## src/rtl/eth_sd_pkg.sv

```systemverilog
// eth_sd_pkg: shared state encoding, sector geometry and byte-lane maps for the eth->SD reader.
package eth_sd_pkg;
   typedef enum logic [1:0] {IDLE, LOAD, SHIFT, DONE} state_t;
   localparam int SD_SECTOR_BYTES = 512;
   localparam int BYTES_PER_WORD = 4;
   localparam logic [1:0] MSB_LANE [BYTES_PER_WORD] = '{2'd3, 2'd2, 2'd1, 2'd0};
   localparam logic [1:0] LSB_LANE [BYTES_PER_WORD] = '{2'd0, 2'd1, 2'd2, 2'd3};
   function automatic logic [1:0] lane_of(input logic lsb, input logic [1:0] idx);
      return lsb ? LSB_LANE[idx] : MSB_LANE[idx];
   endfunction
endpackage

```

## src/rtl/eth_sd_byte_unpack.sv

```systemverilog
// eth_sd_byte_unpack: holds the current FIFO word and selects the byte lane to emit.
module eth_sd_byte_unpack import eth_sd_pkg::*; #(
   parameter string BYTE_ORDER = "MSB_FIRST"
) (
   input  logic        clk,
   input  logic        rst,
   input  logic        clear,
   input  logic        load,
   input  logic        advance,
   input  logic [31:0] data,
   output logic [1:0]  byte_idx,
   output logic        last_byte,
   output logic [7:0]  sd_data
);
   localparam bit LSB = BYTE_ORDER == "LSB_FIRST";
   logic [31:0] word_buf;
   logic [1:0]  lane;
   // A load restarts the lane walk; advance wraps 3->0 at a word boundary.
   always_ff @(posedge clk or posedge rst)
      if (rst) begin
         word_buf <= '0;
         byte_idx <= '0;
      end else if (load) begin
         word_buf <= data;
         byte_idx <= '0;
      end else if (clear) byte_idx <= '0;
      else if (advance) byte_idx <= byte_idx + 2'd1;
   assign lane = lane_of(LSB, byte_idx);
   assign sd_data = word_buf[{lane, 3'b000} +: 8];
   assign last_byte = byte_idx == 2'(BYTES_PER_WORD - 1);
endmodule

```

## src/rtl/eth_sd_sector_reader.sv

```systemverilog
// eth_sd_sector_reader: pops 32-bit FIFO words and streams one framed sector of bytes per sec_start.
module eth_sd_sector_reader import eth_sd_pkg::*; #(
   parameter int    SECTOR_WORDS = 128,
   parameter string BYTE_ORDER   = "MSB_FIRST",
   parameter int    CNT_WIDTH    = 32,
   parameter int    STALL_WIDTH  = 16
) (
   input  logic                   rd_clk,
   input  logic                   rd_rst,
   input  logic                   sec_start,
   input  logic                   sec_abort,
   output logic                   busy,
   output logic                   fifo_rd_en,
   input  logic                   fifo_rd_vld,
   input  logic [31:0]            fifo_rd_data,
   output logic [7:0]             sd_data,
   output logic                   sd_vld,
   input  logic                   sd_rdy,
   output logic                   sd_sof,
   output logic                   sd_eof,
   output logic                   sec_done,
   output logic [CNT_WIDTH-1:0]   sec_cnt,
   output logic [STALL_WIDTH-1:0] stall_cnt
);
   localparam int WW = $clog2(SECTOR_WORDS);
   state_t        state;
   logic [WW-1:0] word_idx;
   logic [1:0]    byte_idx;
   logic          last_byte, last_word, xfer, pop, start_ok;
   assign last_word  = word_idx == WW'(SECTOR_WORDS - 1);
   assign busy       = state != IDLE;
   assign sd_vld     = state == SHIFT && !sec_abort;
   assign xfer       = sd_vld && sd_rdy;
   // In SHIFT the next word is popped alongside the last byte so the stream has no bubble.
   assign fifo_rd_en = !sec_abort && (state == LOAD || (state == SHIFT && last_byte && sd_rdy && !last_word));
   assign pop        = fifo_rd_en && fifo_rd_vld;
   assign sd_sof     = sd_vld && word_idx == '0 && byte_idx == 2'd0;
   assign sd_eof     = sd_vld && last_word && last_byte;
   assign sec_done   = state == DONE && !sec_abort;
   assign start_ok   = state == IDLE && sec_start && !sec_abort;
   eth_sd_byte_unpack #(.BYTE_ORDER(BYTE_ORDER)) u_unpack (
      .clk(rd_clk), .rst(rd_rst), .clear(start_ok), .load(pop), .advance(xfer),
      .data(fifo_rd_data), .byte_idx(byte_idx), .last_byte(last_byte), .sd_data(sd_data)
   );
   always_ff @(posedge rd_clk or posedge rd_rst)
      if (rd_rst) begin
         state     <= IDLE;
         word_idx  <= '0;
         sec_cnt   <= '0;
         stall_cnt <= '0;
      end else if (sec_abort) state <= IDLE;
      else case (state)
         IDLE: if (sec_start) begin
            state     <= LOAD;
            word_idx  <= '0;
            stall_cnt <= '0;
         end
         LOAD: if (fifo_rd_vld) state <= SHIFT;
            else if (~&stall_cnt) stall_cnt <= stall_cnt + STALL_WIDTH'(1);
         SHIFT: if (xfer && last_byte) begin
            if (last_word) state <= DONE;
            else begin
               word_idx <= word_idx + WW'(1);
               if (!fifo_rd_vld) state <= LOAD;
            end
         end
         DONE: begin
            sec_cnt <= sec_cnt + CNT_WIDTH'(1);
            state   <= IDLE;
         end
      endcase
endmodule

```

## config.mk

```make
export PLATFORM = sky130hd
export DESIGN_NAME = eth_sd_sector_reader
export DESIGN_NICKNAME = d
export VERILOG_FILES = /design/src/rtl/eth_sd_pkg.sv /design/src/rtl/eth_sd_byte_unpack.sv /design/src/rtl/eth_sd_sector_reader.sv
export SDC_FILE = /design/constraint.sdc
export NUM_CORES = 1
export LEC_CHECK = 0
export ABC_CLOCK_PERIOD_IN_PS = 9650
export CAP_MARGIN = 10
export CORE_MARGIN = 2
export CORE_UTILIZATION = 25
export DETAILED_ROUTE_END_ITERATION = 7
export GPL_TIMING_DRIVEN = 0
export SKIP_CTS_REPAIR_TIMING = 1
export SLEW_MARGIN = 40
export SYNTH_ARGS = -nofsm -noshare
export SYNTH_HDL_FRONTEND = slang
export SYNTH_SLANG_ARGS = --single-unit
```

## constraint.sdc

```tcl
create_clock -name rd_clk -period 9.65 [get_ports rd_clk]
set_input_delay 2.4125 -clock rd_clk [delete_from_list [all_inputs] [get_ports rd_clk]]
set_output_delay 2.4125 -clock rd_clk [all_outputs]
set_load 0.02 [all_outputs]
```

Yosys cells after proc, flatten, opt, wreduce, memory -nomap -nowiden --
Cells that the tools add are included.
Word-level totals: register bits after elaboration 91, input bits 38, output and inout port bits 62, word-level logic and storage cells 79
Cells by class: $add $sub $neg 4, $lt $le $gt $ge 1, eq/ne operators 14, shifts and indexed selects 1, muxes and demuxes 21, bitwise operators 2, reduce and logical (&&, ||, !) cells 30
Operators with widths (number):
- $mux 16 | 3
- $add 32x1->32 const B | 1
- $pmux 16 s2 | 1
- $shiftx 32x6->8 | 1
- $mux 2 | 11
- $mux 7 | 3
- $add 16x1->16 const B | 1
- $reduce_and 16->1 | 1
- $logic_and 1x1->1 | 15
- $pmux 7 s2 | 1
- $reduce_and 5->1 | 2
- $ne 2x2->1 const B | 4
- $pmux 2 s4 | 1
- $add 7x1->7 const B | 1
- $eq 7x7->1 const B | 1
- $logic_not 7->1 | 1
- $eq 2x2->1 const B | 3
- $ne 3x3->1 const B | 2
- $reduce_bool 2->1 | 3
- $bmux 2 s2 | 1
- $logic_not 2->1 | 2
- $ne 4x4->1 const B | 1
- $reduce_and 4->1 | 1
- $ge 3x3->1 const B | 1
- 10 further kinds | 11

Longest topological paths before layout --
Gate-level depths: netlist of the first run.
word-level depth 8, gate-level depth with buffers 7, gate-level depth less buffers 6

Modules after synthesis --
Synthesis of the first run repeated with hierarchy kept, for this count alone.
Unflattened totals: cell total of the unflattened synthesis 389, area total of the unflattened synthesis 4529.3 um2
Modules (own cells, without submodules):
- eth_sd_sector_reader | times used 1, cells each 294, area each 3021.6 um2, seq. area each 1426.4 um2
- eth_sd_byte_unpack | times used 1, cells each 95, area each 1507.7 um2, seq. area each 850.8 um2

Worst setup path after synthesis of the first run --
No wires, ideal clock.
kind in2out, start in sec_abort, end out sd_sof, data arrival time 3.827 ns, required time 7.238 ns, slack 3.411 ns, stages on the path 4, buffers on the path 1, cell sequence buf_4 > nor2b_1 > nand2_1 > nor4b_1
On the way: word-level cells in the longest chain between the ends 4
Ends and longest elaborated chain:
- from (decl) | RTL line eth_sd_sector_reader.sv:11 | input logic sec_abort,
- $logic_not 1->1 | RTL line eth_sd_sector_reader.sv:32 | assign sd_vld = state == SHIFT && !sec_abort;
- $logic_and 1x1->1 | RTL line eth_sd_sector_reader.sv:32
- via sd_vld | RTL line eth_sd_sector_reader.sv:17 | output logic sd_vld,
- $logic_and 1x1->1 (2 in series) | RTL line eth_sd_sector_reader.sv:37 | assign sd_sof = sd_vld && word_idx == '0 && byte_idx == 2'd0;
- to (decl) | RTL line eth_sd_sector_reader.sv:19 | output logic sd_sof,
The timed path passes the listed nets, and every way through them passes these cells.

Worst setup path in the final report of the first run --
start in sec_abort, end out sd_sof
On the way: word-level cells in the longest chain between the ends 4
Ends and longest elaborated chain (RTL line):
- $logic_not 1->1 | eth_sd_sector_reader.sv:32
- $logic_and 1x1->1 | eth_sd_sector_reader.sv:32
- $logic_and 1x1->1 (2 in series) | eth_sd_sector_reader.sv:37
Every way passes these cells.

==> results of run 1 <==
==> layout by cell type (no fill, tap or decap), drive strengths merged, types with 3 or more instances in the layout <==
cell type	count
a21oi	6
a21boi	3
nand4	22
o31ai	5
a31oi	3
clkbuf	12
mux2	34
nor3	11
xor2	14
clkdlybuf4s50	98
o21ai	18
mux4	8
inv	11
ha	7
nand3	30
dfrtp	91
xnor2	22
nand2	25
and4	5
and3	12
buf	8
nor2b	4
nor2	19
==> cell type report <==
class / count / area (um2)
Buffer: 9 / 68.8
Clock buffer: 10 / 229
Clock inverter: 6 / 96.3
Fill cell: 1760 / 11700
Inverter: 8 / 35.0
Multi-Input combinational cell: 269 / 2120
Sequential cell: 91 / 2280
Tap cell: 229 / 287
Timing Repair Buffer: 99 / 1010
==> through the flow <==
stage / util / total power (W) / worst slack [ps] / std cells
floorplan: - / 0.000570 / 3410 / 377
global placement: 0.323 / 0.000639 / 3240 / 704
detailed placement: 0.325 / 0.000648 / 3230 / 705
CTS: 0.343 / 0.00105 / 3190 / 721
global route: 0.343 / 0.00108 / 3090 / 721
finish: 0.343 / 0.00103 / 3270 / 721
==> critical path: stages <==
cell and delay [ps]:
buf_4 160, nor2b_1 290, nand2_1 90, nor4b_1 350
clkdlybuf4s50_1 680
==> sequential cells by signal (all words and copies together), names as in the netlist <==
register and cells:
sec_cnt 32, u_unpack.word_buf 32, stall_cnt 16, word_idx 7
state 2, u_unpack.byte_idx 2
==> report_power, final <==
group	internal, W	switching [W]
logic	0.000106	0.0000762
clock network	0.000231	0.000158
registers	0.000428	0.0000283
total	0.000765	0.000263
==> cell usage after synthesis, types with 7 or more instances <==
master,n
nor2_1,18
dfrtp_1,91
o21ai_0,18
nand4_1,20
and3_1,11
nand3_1,29
nor3_1,7
mux4_2,8
mux2_4,8
ha_1,7
nand2_1,25
inv_1,8
xnor2_1,22
xor2_1,14
mux2_2,26
==> final timing paths <==
path / to / slack, ps / cells after the start
min reg2reg: sec_cnt[31] / 470 / 1
max: sd_sof / 3270 / 5
min in group asynchronous: stall_cnt[8] / 2460 / 2
max reg2reg: u_unpack.word_buf[1] / 7260 / 7
max in group asynchronous: u_unpack.word_buf[17] / 6600 / 3
min: sec_cnt[31] / 470 / 1
==> logic make-up (layout without fill, tap and decap cells) <==
logic type	Yosys count	after routing
buf+inv	17	132
mux	43	43
xor+xnor	36	36
fa+ha+maj	7	7
simple gates	140	140
compound gates	43	43
flops	91	91
==> metal layers <==
metal  wire [um]  global-route usage
met1        5000               0.148
met2        5190               0.195
met3         403              0.0246
met4         286              0.0564
met5           0                   0
==> metrics.cfg, run 1 <==
[cts]
cts_num_sinks = 91
cts_root_buffer = clkbuf_16
clock_latency_ps = 350
clkSlewWorstSetupHoldPaths_ps = 70
htreeDepth = 3
cts_tree = built
cts_buffers = 9
cts_buffer_depth = 2

[sta]
clock.fmax_mhz = 157
slew_headroom = 0.490
min_period_ps = 6380
tns_ps = 0
tightest_slew_ps = 759
final_hold_viol_count = 0
post-route-period-util = 0.662
worst_hold_slack_ps = 468
grt_setup_unrepaired = false
setup_viol = 0
clock_skew_ps = 9.67
slew_viol_final = 0

[die]
fp.dieH_um = 138
die-area_um2 = 19100
dieWidth_um = 138
initial_core_util = 0.252
core_area_um2 = 17800
ioPinCount = 100
floorplan.rows = 49

[grt]
gr-total-overflow = 0
antenna_found_initial = 0
grt_pass1_vias = 3563
grt_pass1_wl_mm = 18.2
grt_start_max_net_pins = 48
grt_use_total = 0.118

[yosys]
synthAdderAreaFrac = 0.0195
synth_mux_area_frac = 0.134
postSynthCellCount = 377
synth_xor_area_frac = 0.0701
synth_cell_types = 50
synth_edf_count = 0
synth_top_area_frac = 0.506
synth-simple-area-share = 0.179
synth_top_family_by_area = simple AND/OR/NAND/NOR gates
synth_top_area_cell = dfrtp_1
synthTopCellsByArea = dfrtp_1, mux2_2, xnor2_1, mux4_2, nand3_1
yosys_warnings = 0
synthFlopType = dfrtp_1
netlist_area_um2 = 4500
synthArstFlopShare = 1.00
synth_seq_cells = 91
synth_area_per_cell_um2 = 11.9
synth_nets = 422
ys_seq_area_frac = 0.506
synth-compound-area-share = 0.0695

[pwr]
peakVddDrop_v = 0.0000768
power.leakage_nw = 2.51
power.density_nw_per_um2 = 168

[min_path]
hp-start = sec_cnt[31]
min_path_type = reg -> reg

[finish]
syn2layout_area_growth_pct = 36.1
nets = 532
fin_area_um2 = 6130
num_antenna_cells = 0
drive_above_1_share = 0.167

[setup_path]
crit_path_end_kind = primary output
crit_type = in -> out
crit_path_start = sec_abort
cp-start-kind = primary input
arrival_ps = 3970
critPathRequiredTime_ps = 7240
r2r_start = word_idx[0]
crit_path_max_fanout = 10

[status]
status = finished, final reports clean

[drt]
routedWlPerCell_um = 15.1
drt_iter0_drc = 136
vias_per_cell = 4.66
drtPass1Iterations = 4
drtAntennaViolNets = 0
drc = 0
num_vias = 3361
finalWirelength_mm = 10.9

[placed_design]
place_area_um2 = 5800
place_congestion = 0.800
hpwl_mm = 8.05
numPortBuffers = 98

[flow_run]
cap_violations = 0

No activity file was read; power rests on OpenSTA's default activity.
==> run 2, diff against run 1 <==
ABC_CLOCK_PERIOD_IN_PS = 6490   (was 9650)
clock period = 6.49 ns   (was 9.65 ns; I/O delays follow)
==> results of run 2 <==
The final DEF is identical to that of run 1. Status: finished, final reports clean.
Among the figures that moved: setup slack after placement 3230 ps -> 1650 ps; setup slack after layout 3270 ps -> 1560 ps; start point of the critical path sec_abort -> u_unpack.byte_idx[1]; end point of the critical path sd_sof -> sd_data[6]; register-to-register setup slack 7260 ps -> 4100 ps; total power 0.00103 W -> 0.00153 W; worst IR drop on VDD 0.0000768 V -> 0.000114 V
